--- config.mk ---
export PLATFORM = sky130hd
export DESIGN_NAME = eth_rx_dispatch
export DESIGN_NICKNAME = d
export VERILOG_FILES = /design/src/rtl/eth_rx_dispatch.sv
export SDC_FILE = /design/constraint.sdc
export NUM_CORES = 1
export LEC_CHECK = 0
export BUFFER_PORTS_ARGS = -buffer_cell sky130_fd_sc_hd__buf_2
export CAP_MARGIN = 20
export CORE_MARGIN = 3
export CORE_UTILIZATION = 59
export DETAILED_ROUTE_END_ITERATION = 16
export GPL_TIMING_DRIVEN = 0
export PLACE_DENSITY = 0.84
export SLEW_MARGIN = 25
export SYNTH_ARGS = -nofsm -noshare
export SYNTH_HDL_FRONTEND = slang
export SYNTH_SLANG_ARGS = --single-unit
--- constraint.sdc ---
create_clock -name clk -period 2.8 [get_ports clk]
set_clock_uncertainty 0.05 [all_clocks]
set_input_delay 0 -clock clk [delete_from_list [all_inputs] [get_ports clk]]
set_output_delay 0 -clock clk [all_outputs]
set_load 0.03 [all_outputs]
--- src/rtl/eth_rx_dispatch.sv ---
// GMII RX dispatcher: classifies each frame as ARP, ICMP or drop and forwards it DELAY cycles later.
// Optional destination-MAC filtering is enabled by defining MAC_FILTER_EN.
module eth_rx_dispatch #(
    parameter int          DELAY     = 32,
    parameter logic [47:0] BOARD_MAC = 48'h00_11_22_33_44_55
) (
    input  logic        clk,
    input  logic        rst_n,
    input  logic        gmii_rx_dv,
    input  logic [7:0]  gmii_rxd,
    output logic        arp_gmii_rx_dv,
    output logic [7:0]  arp_gmii_rxd,
    output logic        icmp_gmii_rx_dv,
    output logic [7:0]  icmp_gmii_rxd,
    output logic [15:0] frame_drop_cnt
);

    typedef enum logic [2:0] {
        ST_DISCARD  = 3'd0,
        ST_IDLE     = 3'd1,
        ST_PREAMBLE = 3'd2,
        ST_HEADER   = 3'd3,
        ST_PAYLOAD  = 3'd4
    } state_t;

    typedef enum logic [1:0] {
        CLS_DROP = 2'd0,
        CLS_ARP  = 2'd1,
        CLS_ICMP = 2'd2
    } cls_t;

    state_t      state_q;
    logic [4:0]  cnt_q;
    logic [7:0]  type_hi_q;
    logic [15:0] drop_cnt_q;
    logic        dv_prev_q;
    cls_t        pend_q;
    cls_t        gate_q;
    logic        arp_dv_q;
    logic [7:0]  arp_rxd_q;
    logic        icmp_dv_q;
    logic [7:0]  icmp_rxd_q;
    logic [9:0]  pipe_q [DELAY-1];

    logic        decide_s;
    cls_t        dec_cls_s;
    cls_t        pend_d;
    cls_t        gate_d;
    logic        sof_s;
    logic        mac_ok_s;
    logic        tail_sof_s;
    logic        tail_dv_s;
    logic [7:0]  tail_rxd_s;

`ifdef MAC_FILTER_EN
    logic [47:0] mac_q;

    assign mac_ok_s = (mac_q == BOARD_MAC) || (mac_q == 48'hFF_FF_FF_FF_FF_FF);

    // Collect the destination MAC while the header streams in.
    always_ff @(posedge clk or negedge rst_n) begin
        if (!rst_n) begin
            mac_q <= 48'h0;
        end else if (state_q == ST_HEADER && gmii_rx_dv && cnt_q < 5'd6) begin
            mac_q <= {mac_q[39:0], gmii_rxd};
        end
    end
`else
    logic board_mac_unused_s;

    assign mac_ok_s           = 1'b1;
    assign board_mac_unused_s = ^BOARD_MAC;
`endif

    assign sof_s = gmii_rx_dv && !dv_prev_q;

    // Classification decision for the byte currently on the pins; used same-cycle
    // so a decision on the last header byte still catches the frame's delayed sof.
    always_comb begin
        decide_s  = 1'b0;
        dec_cls_s = CLS_DROP;
        case (state_q)
            ST_IDLE: begin
                if (gmii_rx_dv && gmii_rxd != 8'h55) begin
                    decide_s = 1'b1;
                end else begin
                    decide_s = 1'b0;
                end
            end
            ST_PREAMBLE: begin
                if (!gmii_rx_dv) begin
                    decide_s = 1'b1;
                end else if (gmii_rxd == 8'hD5) begin
                    decide_s = 1'b0;
                end else if (gmii_rxd == 8'h55 && cnt_q < 5'd7) begin
                    decide_s = 1'b0;
                end else begin
                    decide_s = 1'b1;
                end
            end
            ST_HEADER: begin
                if (!gmii_rx_dv) begin
                    decide_s = 1'b1;
                end else if (cnt_q == 5'd13) begin
                    if (!mac_ok_s || {type_hi_q, gmii_rxd} != 16'h0800) begin
                        decide_s  = 1'b1;
                        dec_cls_s = (mac_ok_s && {type_hi_q, gmii_rxd} == 16'h0806) ? CLS_ARP : CLS_DROP;
                    end else begin
                        decide_s = 1'b0;
                    end
                end else if (cnt_q == 5'd23) begin
                    decide_s  = 1'b1;
                    dec_cls_s = (gmii_rxd == 8'h01) ? CLS_ICMP : CLS_DROP;
                end else begin
                    decide_s = 1'b0;
                end
            end
            default: begin
                decide_s  = 1'b0;
                dec_cls_s = CLS_DROP;
            end
        endcase
    end

    // Frame parser state machine.
    always_ff @(posedge clk or negedge rst_n) begin
        if (!rst_n) begin
            state_q   <= ST_DISCARD;
            cnt_q     <= 5'd0;
            type_hi_q <= 8'h00;
        end else begin
            case (state_q)
                ST_DISCARD: begin
                    if (!gmii_rx_dv) begin
                        state_q <= ST_IDLE;
                    end
                end
                ST_IDLE: begin
                    if (gmii_rx_dv) begin
                        if (gmii_rxd == 8'h55) begin
                            state_q <= ST_PREAMBLE;
                            cnt_q   <= 5'd1;
                        end else begin
                            state_q <= ST_DISCARD;
                        end
                    end
                end
                ST_PREAMBLE: begin
                    if (!gmii_rx_dv) begin
                        state_q <= ST_IDLE;
                    end else if (gmii_rxd == 8'hD5) begin
                        state_q <= ST_HEADER;
                        cnt_q   <= 5'd0;
                    end else if (decide_s) begin
                        state_q <= ST_DISCARD;
                    end else begin
                        cnt_q <= cnt_q + 5'd1;
                    end
                end
                ST_HEADER: begin
                    if (!gmii_rx_dv) begin
                        state_q <= ST_IDLE;
                    end else begin
                        if (cnt_q == 5'd12) begin
                            type_hi_q <= gmii_rxd;
                        end
                        if (decide_s) begin
                            state_q <= ST_PAYLOAD;
                        end
                        cnt_q <= cnt_q + 5'd1;
                    end
                end
                ST_PAYLOAD: begin
                    if (!gmii_rx_dv) begin
                        state_q <= ST_IDLE;
                    end
                end
                default: begin
                    state_q <= ST_DISCARD;
                end
            endcase
        end
    end

    // Saturating count of frames classified as drop.
    always_ff @(posedge clk or negedge rst_n) begin
        if (!rst_n) begin
            drop_cnt_q <= 16'h0000;
        end else if (decide_s && dec_cls_s == CLS_DROP && drop_cnt_q != 16'hFFFF) begin
            drop_cnt_q <= drop_cnt_q + 16'h0001;
        end
    end

    // Delay line of {sof, dv, rxd}; the output registers supply the final stage.
    always_ff @(posedge clk or negedge rst_n) begin
        if (!rst_n) begin
            dv_prev_q <= 1'b0;
            for (int i = 0; i < DELAY-1; i++) begin
                pipe_q[i] <= 10'h000;
            end
        end else begin
            dv_prev_q <= gmii_rx_dv;
            pipe_q[0] <= {sof_s, gmii_rx_dv, gmii_rxd};
            for (int i = 1; i < DELAY-1; i++) begin
                pipe_q[i] <= pipe_q[i-1];
            end
        end
    end

    assign tail_sof_s = pipe_q[DELAY-2][9];
    assign tail_dv_s  = pipe_q[DELAY-2][8];
    assign tail_rxd_s = pipe_q[DELAY-2][7:0];

    // Pending class follows the latest decision; the gate captures it at the delayed sof.
    always_comb begin
        pend_d = decide_s ? dec_cls_s : pend_q;
        if (tail_sof_s) begin
            gate_d = pend_d;
        end else if (tail_dv_s) begin
            gate_d = gate_q;
        end else begin
            gate_d = CLS_DROP;
        end
    end

    // Gated, registered output ports.
    always_ff @(posedge clk or negedge rst_n) begin
        if (!rst_n) begin
            pend_q     <= CLS_DROP;
            gate_q     <= CLS_DROP;
            arp_dv_q   <= 1'b0;
            arp_rxd_q  <= 8'h00;
            icmp_dv_q  <= 1'b0;
            icmp_rxd_q <= 8'h00;
        end else begin
            pend_q     <= pend_d;
            gate_q     <= gate_d;
            arp_dv_q   <= tail_dv_s && (gate_d == CLS_ARP);
            arp_rxd_q  <= (tail_dv_s && gate_d == CLS_ARP) ? tail_rxd_s : 8'h00;
            icmp_dv_q  <= tail_dv_s && (gate_d == CLS_ICMP);
            icmp_rxd_q <= (tail_dv_s && gate_d == CLS_ICMP) ? tail_rxd_s : 8'h00;
        end
    end

    assign arp_gmii_rx_dv  = arp_dv_q;
    assign arp_gmii_rxd    = arp_rxd_q;
    assign icmp_gmii_rx_dv = icmp_dv_q;
    assign icmp_gmii_rxd   = icmp_rxd_q;
    assign frame_drop_cnt  = drop_cnt_q;

endmodule

### After elaboration in Yosys (flattened, before gate mapping)

Cells that the tools add are included.

| operators by class | value |
|---|---|
| equal/unequal tests | 24 |
| muxes and demuxes | 37 |
| magnitude comparators | 1 |
| $add $sub $neg | 2 |
| reduce and logical (&&, ||, !) cells | 15 |

Operators with widths:

| cell | count |
|---|---|
| $mux W5 | 6 |
| $mux W3 | 7 |
| $mux W2 | 9 |
| $add A16 B1 Y16 const B | 1 |
| $eq A16 B12 Y1 const B | 1 |
| $mux W8 | 2 |
| $ne A16 B12 Y1 const B | 1 |
| $ne A16 B16 Y1 const B | 1 |
| $pmux W5 S3 | 1 |
| $pmux W3 S4 | 1 |
| $eq A5 B4 Y1 const B | 2 |
| $mux W1 | 10 |
| $ne A2 B2 Y1 const B | 5 |
| $eq A8 B1 Y1 const B | 1 |
| $eq A8 B7 Y1 const B | 1 |
| $eq A8 B8 Y1 const B | 1 |
| $ne A8 B7 Y1 const B | 1 |
| $logic_and A1 B1 Y1 | 7 |
| $eq A3 B2 Y1 const B | 2 |
| $ne A3 B3 Y1 const B | 2 |
| $reduce_and A6 Y1 | 1 |
| $add A5 B1 Y5 const B | 1 |
| $eq A5 B5 Y1 const B | 1 |
| $lt A5 B3 Y1 const B | 1 |
| other kinds (13) | 13 |

| storage, ports and cells | value |
|---|---|
| logic and storage cells | 121 |
| flip-flop bits (word level) | 365 |

### Longest topological paths before layout

Gate-level depths: netlist (run 1).

| depth | value |
|---|---|
| word-level depth | 11 |
| mapped depth | 9 |
| depth with buffers taken out | 8 |

### Worst setup path after synthesis (run 1)

OpenSTA, ideal clock, no wires.

| timing | value |
|---|---|
| kind | register to register |
| start point | reg state_q[1] |
| end point | reg arp_dv_q, in the netlist arp_gmii_rx_dv |
| slack | 770 ps |
| cell stages (with the launch flop) | 9 |
| library setup time | 73 ps |
| data arrival time | 1908 ps |
| path through | dfrtp_1 -> buf_4 -> or3b_1 -> a21oi_1 -> a311oi_4 -> a31o_2 -> a211o_1 -> buf_6 -> a21boi_2 |

| on the way | value |
|---|---|
| cells in the longest elaborated chain, start to end | 6 |
| elaborated cells on any way between the ends | 9 |
| classes of those cells | eq/ne: 4; mux: 4; reduce/logical: 1 |

Ends and longest elaborated chain:

| what | line | text |
|---|---|---|
| start: declaration | 32 | `state_t state_q;` |
| start signal: assignment | 128 | `state_q <= ST_DISCARD;` |
| start signal: assignment | 135 | `state_q <= ST_IDLE;` |
| start signal: assignment | 141 | `state_q <= ST_PREAMBLE;` |
| $eq A3 B2 Y1 or $eq A3 B1 Y1 (tied branches) | 82 | `case (state_q)` |
| $pmux W1 S3 or $mux W2 (tied branches) | 82 |  |
| $mux W2 * | 216 | `pend_d = decide_s ? dec_cls_s : pend_q;` |
| named net pend_d[1] | 47 | `cls_t pend_d;` |
| $mux W2 * | 217 | `if (tail_sof_s) begin` |
| $eq A2 B1 Y1 * | 238 | `arp_dv_q <= tail_dv_s && (gate_d == CLS_ARP);` |
| $logic_and A1 B1 Y1 * | 238 |  |
| end signal: assignment | 238 |  |
| end: declaration | 39 | `logic arp_dv_q;` |

Mark *: on every way through the listed nets, which the timed path passes. The rest lies on a longest branch.
A chain may end at the register's enable or synchronous reset.

### Final worst setup path (run 1)

| timing | value |
|---|---|
| start point | reg type_hi_q[1] |
| end point | reg arp_rxd_q[1], in the netlist arp_gmii_rxd[1] |

| on the way | value |
|---|---|
| cells in the longest elaborated chain, start to end | 11 |
| elaborated cells on any way between the ends | 16 |
| classes of those cells | eq/ne: 3; mux: 12; reduce/logical: 1 |

Ends and longest elaborated chain:

| what | line | text |
|---|---|---|
| start: declaration | 34 | `logic [7:0] type_hi_q;` |
| start signal: assignment | 165 | `type_hi_q <= gmii_rxd;` |
| $eq A16 B12 Y1 | 107 | `dec_cls_s = (mac_ok_s && {type_hi_q, gmii_rxd} == 16'h0806) ? CLS_ARP : CLS_DROP;` |
| $mux W1 | 107 |  |
| $mux W1 | 105 | `if (!mac_ok_s \|\| {type_hi_q, gmii_rxd} != 16'h0800) begin` |
| $mux W2 | 104 | `end else if (cnt_q == 5'd13) begin` |
| $mux W2 | 102 | `if (!gmii_rx_dv) begin` |
| $mux W2 | 82 |  |
| $mux W2 * | 216 |  |
| $mux W2 * | 217 |  |
| $eq A2 B1 Y1 * | 239 | `arp_rxd_q <= (tail_dv_s && gate_d == CLS_ARP) ? tail_rxd_s : 8'h00;` |
| $logic_and A1 B1 Y1 * | 239 |  |
| $mux W8 * | 239 |  |
| end signal: assignment | 239 |  |
| end: declaration | 40 | `logic [7:0] arp_rxd_q;` |

Every way passes the cells marked *; elsewhere a longest branch is shown, timed or not.

==> flow_summary.ini, run 1 <==
[status]
outcome = complete, no violations

[place]
dp_hpwl_mm = 9.22
io_buffers = 44
place.gp.congestion = 0.801
placed_area_sq_um = 11100

[power]
p_leak_uw = 0.00573
intPower_uw = 8460
p_sw_share_pct = 21.7
p_seq_share_pct = 52.6
irDropWorstVdd_uv = 528
power_uw = 10800
switchingPower_uw = 2350
pwr-share-clk_pct = 43.4
p_per_area_nw_per_um2 = 875
p_comb_share_pct = 4.0

[yosys]
synth_top_area_share_pct = 87.2
syn_inst = 565
syn_avg_cell_area_sq_um = 18.5
synth-seq-cells = 364
syn-num-nets = 580
yosysMostFrequentCell = dfrtp_1
synth_top_cell_by_area = dfrtp_1
synth_cell_type_count = 48
async_flop_share_pct = 100
yosysWarnings = 0
synthFlopType = dfrtp_1
synth_edf_count = 0
syn-cell-area_sq_um = 10400
netlist_top_cells_area = dfrtp_1 87%, xnor2_1 1.4%, mux2_2 1.1%
yosysSeqAreaShare_pct = 87.2
synth_common_cells = 364 x dfrtp_1, 26 x nor2_1, 22 x nand2_1

[cts]
cts_max_level = 2
cts_root_buf = clkbuf_16
cts_tree = yes
cts.sinks = 364
post-cts-setup-buffer-count = 0
cts_buffers = 34
clkTransAtPathRegs_ns = 0.07
cts.path.max_buffers = 3
insertion_delay_ns = 0.51

[worst_setup_path]
critical_path_class = reg2reg
slowest_stage = nor4_4
worst-path-max-fanout = 9
cp-startpoint = type_hi_q[1]
max_stage_delay_ns = 0.45
crit_chain = nor4b_1, nand3_1, nor4_4, inv_1, a211o_1, buf_6, a21oi_2
critPathArrivalTime_ns = 2.88
r2r_start = type_hi_q[1]
cp.required_ns = 3.14
reg2reg_depth = 7
cp-end-kind = register
start_kind = register

[die]
pin_count = 45
core_sq_um = 17300
rows = 48
dieHeight_um = 139
dieWidth_um = 139
die-area_sq_um = 19300
start_util_pct = 60.4

[finish]
diodes = 0
drive_gt1_share_pct = 20.3
stdcell_area_sq_um = 12400
nNetsFinal = 675
area_growth_pct = 18.3

[worst_hold_path]
hold_class = in2async

[global_route]
overflow = 0
grt_use_total_pct = 20.4
grt_pass1_vias = 5498
grt_max_degree = 99
grt_pass1_wl_mm = 30.5
antenna_found_initial = 0

[drt]
routedWlPerCell_um = 20.2
vias = 4782
drt_drc_violations_left = 0
vias_per_cell = 5.26
firstDrtPassIters = 4
finalWirelength_mm = 18.4
ant_nets = 0
drtIter0Drc = 367

[timing]
final_hold_viol_count = 0
period_minus_slack_ns = 2.54
timing.hold.ws_ns = 0.0401
max_freq_ghz = 0.393
finalSetupViolations = 0
finalMaxSlewViolations = 0
max-slew-margin-rel_pct = 43.0
setup-tns-final_ns = 0
max_slew.worst_pin.slew_ns = 0.843
grt_setup_unrepaired = false
finalCritPeriodShare_pct = 90.8

[run]
drv_cap = 0
==> through the flow <==
stage               setup WS [ns]  std cells  utilization (%)
floorplan                   0.770        565                -
global placement            -4.26        834             63.3
detailed placement        -0.0240        838             64.0
CTS                         0.187        909             71.4
global route                0.144        909             71.5
finish                      0.258        909             71.5
==> power groups by stage <==
| stage | Sequential [uW] | Combinational [uW] | Clock (uW) |
|---|---|---|---|
| floorplan | 5800 | 128 | 0 |
| global placement | 5740 | 381 | 0 |
| detailed placement | 5770 | 421 | 0 |
| CTS | 5690 | 444 | 4830 |
| global route | 5710 | 484 | 5060 |
| finish | 5680 | 435 | 4690 |
==> worst max-delay path: cells and delay by family (launching register included) <==
family / cells / cell delay (ns)
AOI/OAI and AO/OA: 2 / 0.58
DFF: 1 / 0.39
and+or+nand+nor: 3 / 1.05
buffers and inverters: 2 / 0.34
==> layout make-up <==
class	instances	area [sq um]
flip-flops and latches	364	9110
well taps	225	282
fillers	1029	4930
multi-input cells	184	1270
inverters	7	26.3
plain buffers	10	62.6
repair buffers	59	468
clock buffers	47	961
clock inverters	13	180
==> layer usage <==
metal	vias to the layer above	global-route usage, %	part of all wire (%)
met5	-	0	0
met4	0	6.49	2.5
met3	35	4.14	4.0
met2	132	35.4	54
met1	2556	26.4	40
li1	2059	-	-
==> layout by cell type (no fill, tap or decap), types with 5 or more instances in the layout <==
master	Yosys	layout
o21ai_0	5	5
nand3_1	18	18
dfrtp_1	364	364
clkbuf_1	3	10
xnor2_1	17	17
buf_16	0	5
and3_1	6	6
inv_1	7	7
nand2_1	22	22
dlygate4sd3_1	0	10
a21oi_2	8	8
a21oi_1	5	5
buf_2	2	45
nor2b_1	6	6
clkbuf_16	0	35
mux2_2	10	10
nor3_1	6	6
nor2_1	26	26
nand4_1	10	10
==> worst paths after layout <==
kind | endpoint | slack (ns)
max | arp_gmii_rxd[1] | 0.26
min | pipe_q[6] | 0.04
min in group clk | pipe_q[308] | 0.15
max in group asynchronous | pipe_q[259] | 1.60
min reg2reg | pipe_q[75] | 0.29
max reg2reg | arp_gmii_rxd[1] | 0.26
==> logic make-up after synthesis <==
logic type / count (synthesis) / share of synthesized area [%]
xor gates and xnor gates: 17 / 1.42
DFF: 364 / 87.2
and+or+nand+nor: 122 / 6.44
buffers and inverters: 17 / 0.838
muxes: 12 / 1.27
adders and majority gates: 4 / 0.479
AOI/OAI and AO/OA: 29 / 2.37
==> repair_timing <==
item                                    in CTS  in global routing
endpoints found under the hold margin      242                  0
pin swaps                                    0                  0
endpoints found under the setup margin      30                 10
resized for setup                            1                  4
cloned                                       0                  0
hold buffers                                11                  0
==> sequential cells by signal (all words and copies together), names as in the netlist <==
signal and flops:
cnt_q 5, icmp_gmii_rxd 8, pend_q 2, icmp_gmii_rx_dv 1, arp_gmii_rxd 8, arp_gmii_rx_dv 1
type_hi_q 8, gate_q 2, pipe_q 310, state_q 3, frame_drop_cnt 16
(Power assumes the default switching activity.)
==> run 2: changes to the inputs <==
--- a/config.mk
+++ b/config.mk
@@ -5,6 +5,7 @@
 export SDC_FILE = /design/constraint.sdc
 export NUM_CORES = 1
 export LEC_CHECK = 0
+export ABC_AREA = 1
 export BUFFER_PORTS_ARGS = -buffer_cell sky130_fd_sc_hd__buf_2
 export CAP_MARGIN = 20
 export CORE_MARGIN = 3
==> run 2 against run 1 <==
  * Combinational power is 110% higher
  * Global-route usage grew 0.88 points
  * Fmax up 14%
  * Synthesized cell count is 13% higher
  * Count of clock-buffer cells in the layout is 10 higher
  * Largest cell class unchanged
  * Highest routed layer unchanged
==> flow_summary.ini, run 2 <==
[status]
outcome = complete, no violations

[global_route]
grt_use_total_pct = 21.3
grt_max_degree = 109
grt_pass1_vias = 5659
antenna_found_initial = 2
grt_pass1_wl_mm = 31.4
overflow = 0

[place]
placed_area_sq_um = 11100
dp_slack_ns = 0.632
dp_hpwl_mm = 9.27
io_buffers = 44
place.gp.congestion = 0.791

[yosys]
synthFlopType = dfrtp_1
yosysSeqAreaShare_pct = 86.9
yosysWarnings = 0
yosysMostFrequentCell = dfrtp_1
syn-num-nets = 654
synth_common_cells = 364 x dfrtp_1, 74 x nand2_1, 51 x nor2_1
synth-seq-cells = 364
synth_cell_type_count = 35
syn-cell-area_sq_um = 10500
async_flop_share_pct = 100
syn_avg_cell_area_sq_um = 16.4
syn_inst = 639
synth_top_area_share_pct = 86.9
netlist_top_cells_area = dfrtp_1 87%, nand2_1 2.6%, nor2_1 1.8%
synth_edf_count = 0
synth_top_cell_by_area = dfrtp_1

[worst_setup_path]
crit_chain = ha_1, nand3_1, nor2_1, nand2_1, nor3_1, nand2_1, nand3_4, buf_8, xor2_2
critPathArrivalTime_ns = 2.59
cp.required_ns = 3.17
crit_family = simple AND/OR/NAND/NOR gates
slowest_stage = dfrtp_1
worst-path-max-fanout = 10
crit_top_cell = nand2_1
crit_buf_inv = 1
max_stage_delay_ns = 0.42
cp-end-kind = register
critical_path_class = reg2reg
start_kind = register

[finish]
largest_reg_flops = 310
diodes = 0
area_growth_pct = 18.1
layout_common_cells = 364 x dfrtp_1, 74 x nand2_1, 51 x nor2_1, 47 x inv_1, 44 x buf_2
mostFrequentLayoutCell = dfrtp_1
drive_gt1_share_pct = 17.1
stdcell_area_sq_um = 12400
final_core_util_pct = 71.4
largest_register = pipe_q
nNetsFinal = 750

[drt]
routed.top_layer = met4
drtIter0Drc = 329
wirelength_met1_mm = 7.54
vias = 4987
drt_drc_violations_left = 0
dr_wl_met2_mm = 10.2
finalWirelength_mm = 19.2
met3RoutedLength_um = 760
routedWlPerCell_um = 19.5
ant_nets = 0
firstDrtPassIters = 5
vias_per_cell = 5.06

[die]
core_sq_um = 17400
start_util_pct = 60.4
pin_count = 45
dieHeight_um = 139
dieWidth_um = 139
rows = 48
die-area_sq_um = 19400

[cts]
cts_tree = yes
cts_root_buf = clkbuf_16
post-cts-setup-buffer-count = 0
clkTransAtPathRegs_ns = 0.07
insertion_delay_ns = 0.51
cts_buffers = 36
cts.path.max_buffers = 3
cts.sinks = 364
cts_max_level = 2

[timing]
max-slew-margin-rel_pct = 65.7
final_hold_viol_count = 0
max_slew.worst_pin.slew_ns = 0.514
finalMaxSlewViolations = 0
max_freq_ghz = 0.449
period_minus_slack_ns = 2.23
grt_setup_unrepaired = false
setup_slack_ns = 0.575
finalSetupViolations = 0
finalCritPeriodShare_pct = 79.5

[power]
irDropWorstVdd_uv = 561
power_uw = 11400
p_leak_uw = 0.00593
p_per_area_nw_per_um2 = 924

[worst_hold_path]
hold_class = in2async

[run]
drv_cap = 0
run 2: report_power, final:
part	leakage, uW	internal [uW]	switching, uW	total (uW)
logic	0.000981	276	634	909
registers	0.00437	5570	204	5780
clock network	0.000581	2820	1940	4760
total	0.00593	8670	2770	11400
run 2: what timing repair did:
action	in CTS	in global routing
endpoints found under the hold margin	177	0
resized for setup	0	0
hold buffers	11	0
run 2: cell type report:
cell class,instances,area [sq um]
inverters,50,188
flip-flops and latches,364,9110
clock buffers,57,1110
repair buffers,58,440
fillers,1012,4970
multi-input cells,221,1150
plain buffers,4,35.0
well taps,225,282
clock inverters,6,66.3
run 2: worst paths after layout:
check                           slack (ns)  cells past startpoint              start           endpoint
worst max-delay path                  0.57                      9  frame_drop_cnt[0]  frame_drop_cnt[0]
worst min-delay path                  0.01                      3              rst_n         pipe_q[35]
worst max register to register        0.57                      9  frame_drop_cnt[0]  frame_drop_cnt[0]
worst min register to register        0.28                      0        pipe_q[253]        pipe_q[243]
max in group asynchronous             1.27                      5              rst_n        pipe_q[289]
min in group clk                      0.12                      2         gmii_rx_dv        pipe_q[308]
run 2: kinds of logic (layout without fill, tap and decap cells):
group,Yosys count,after routing,share of synthesized area (%)
buffers and inverters,54,175,2.12
xor gates and xnor gates,9,9,0.823
and+or+nand+nor,178,178,7.89
muxes,2,2,0.215
adders and majority gates,4,4,0.477
AOI/OAI and AO/OA,28,28,1.61
DFF,364,364,86.9
run 2: tightest hold or removal path, stage by stage:
cell and delay, ns:
dlygate4sd3_1 0.57, buf_8 0.13, buf_16 0.26
run 2: per-stage QoR:
stage | cells | TNS [ns] | hold WS [ns]
finish | 985 | 0 | 0.0130
global route | 985 | 0 | 0.0384
CTS | 985 | 0 | 0.0109
detailed placement | 911 | 0 | -0.0929
global placement | 908 | -1555.15 | 0.0734
floorplan | 639 | 0 | -0.346
run 2: routing by layer:
layer,global-route usage (%),vias up
li1,-,2194
met5,0,-
met3,3.54,51
met4,8.55,0
met2,36.6,145
met1,27.5,2597
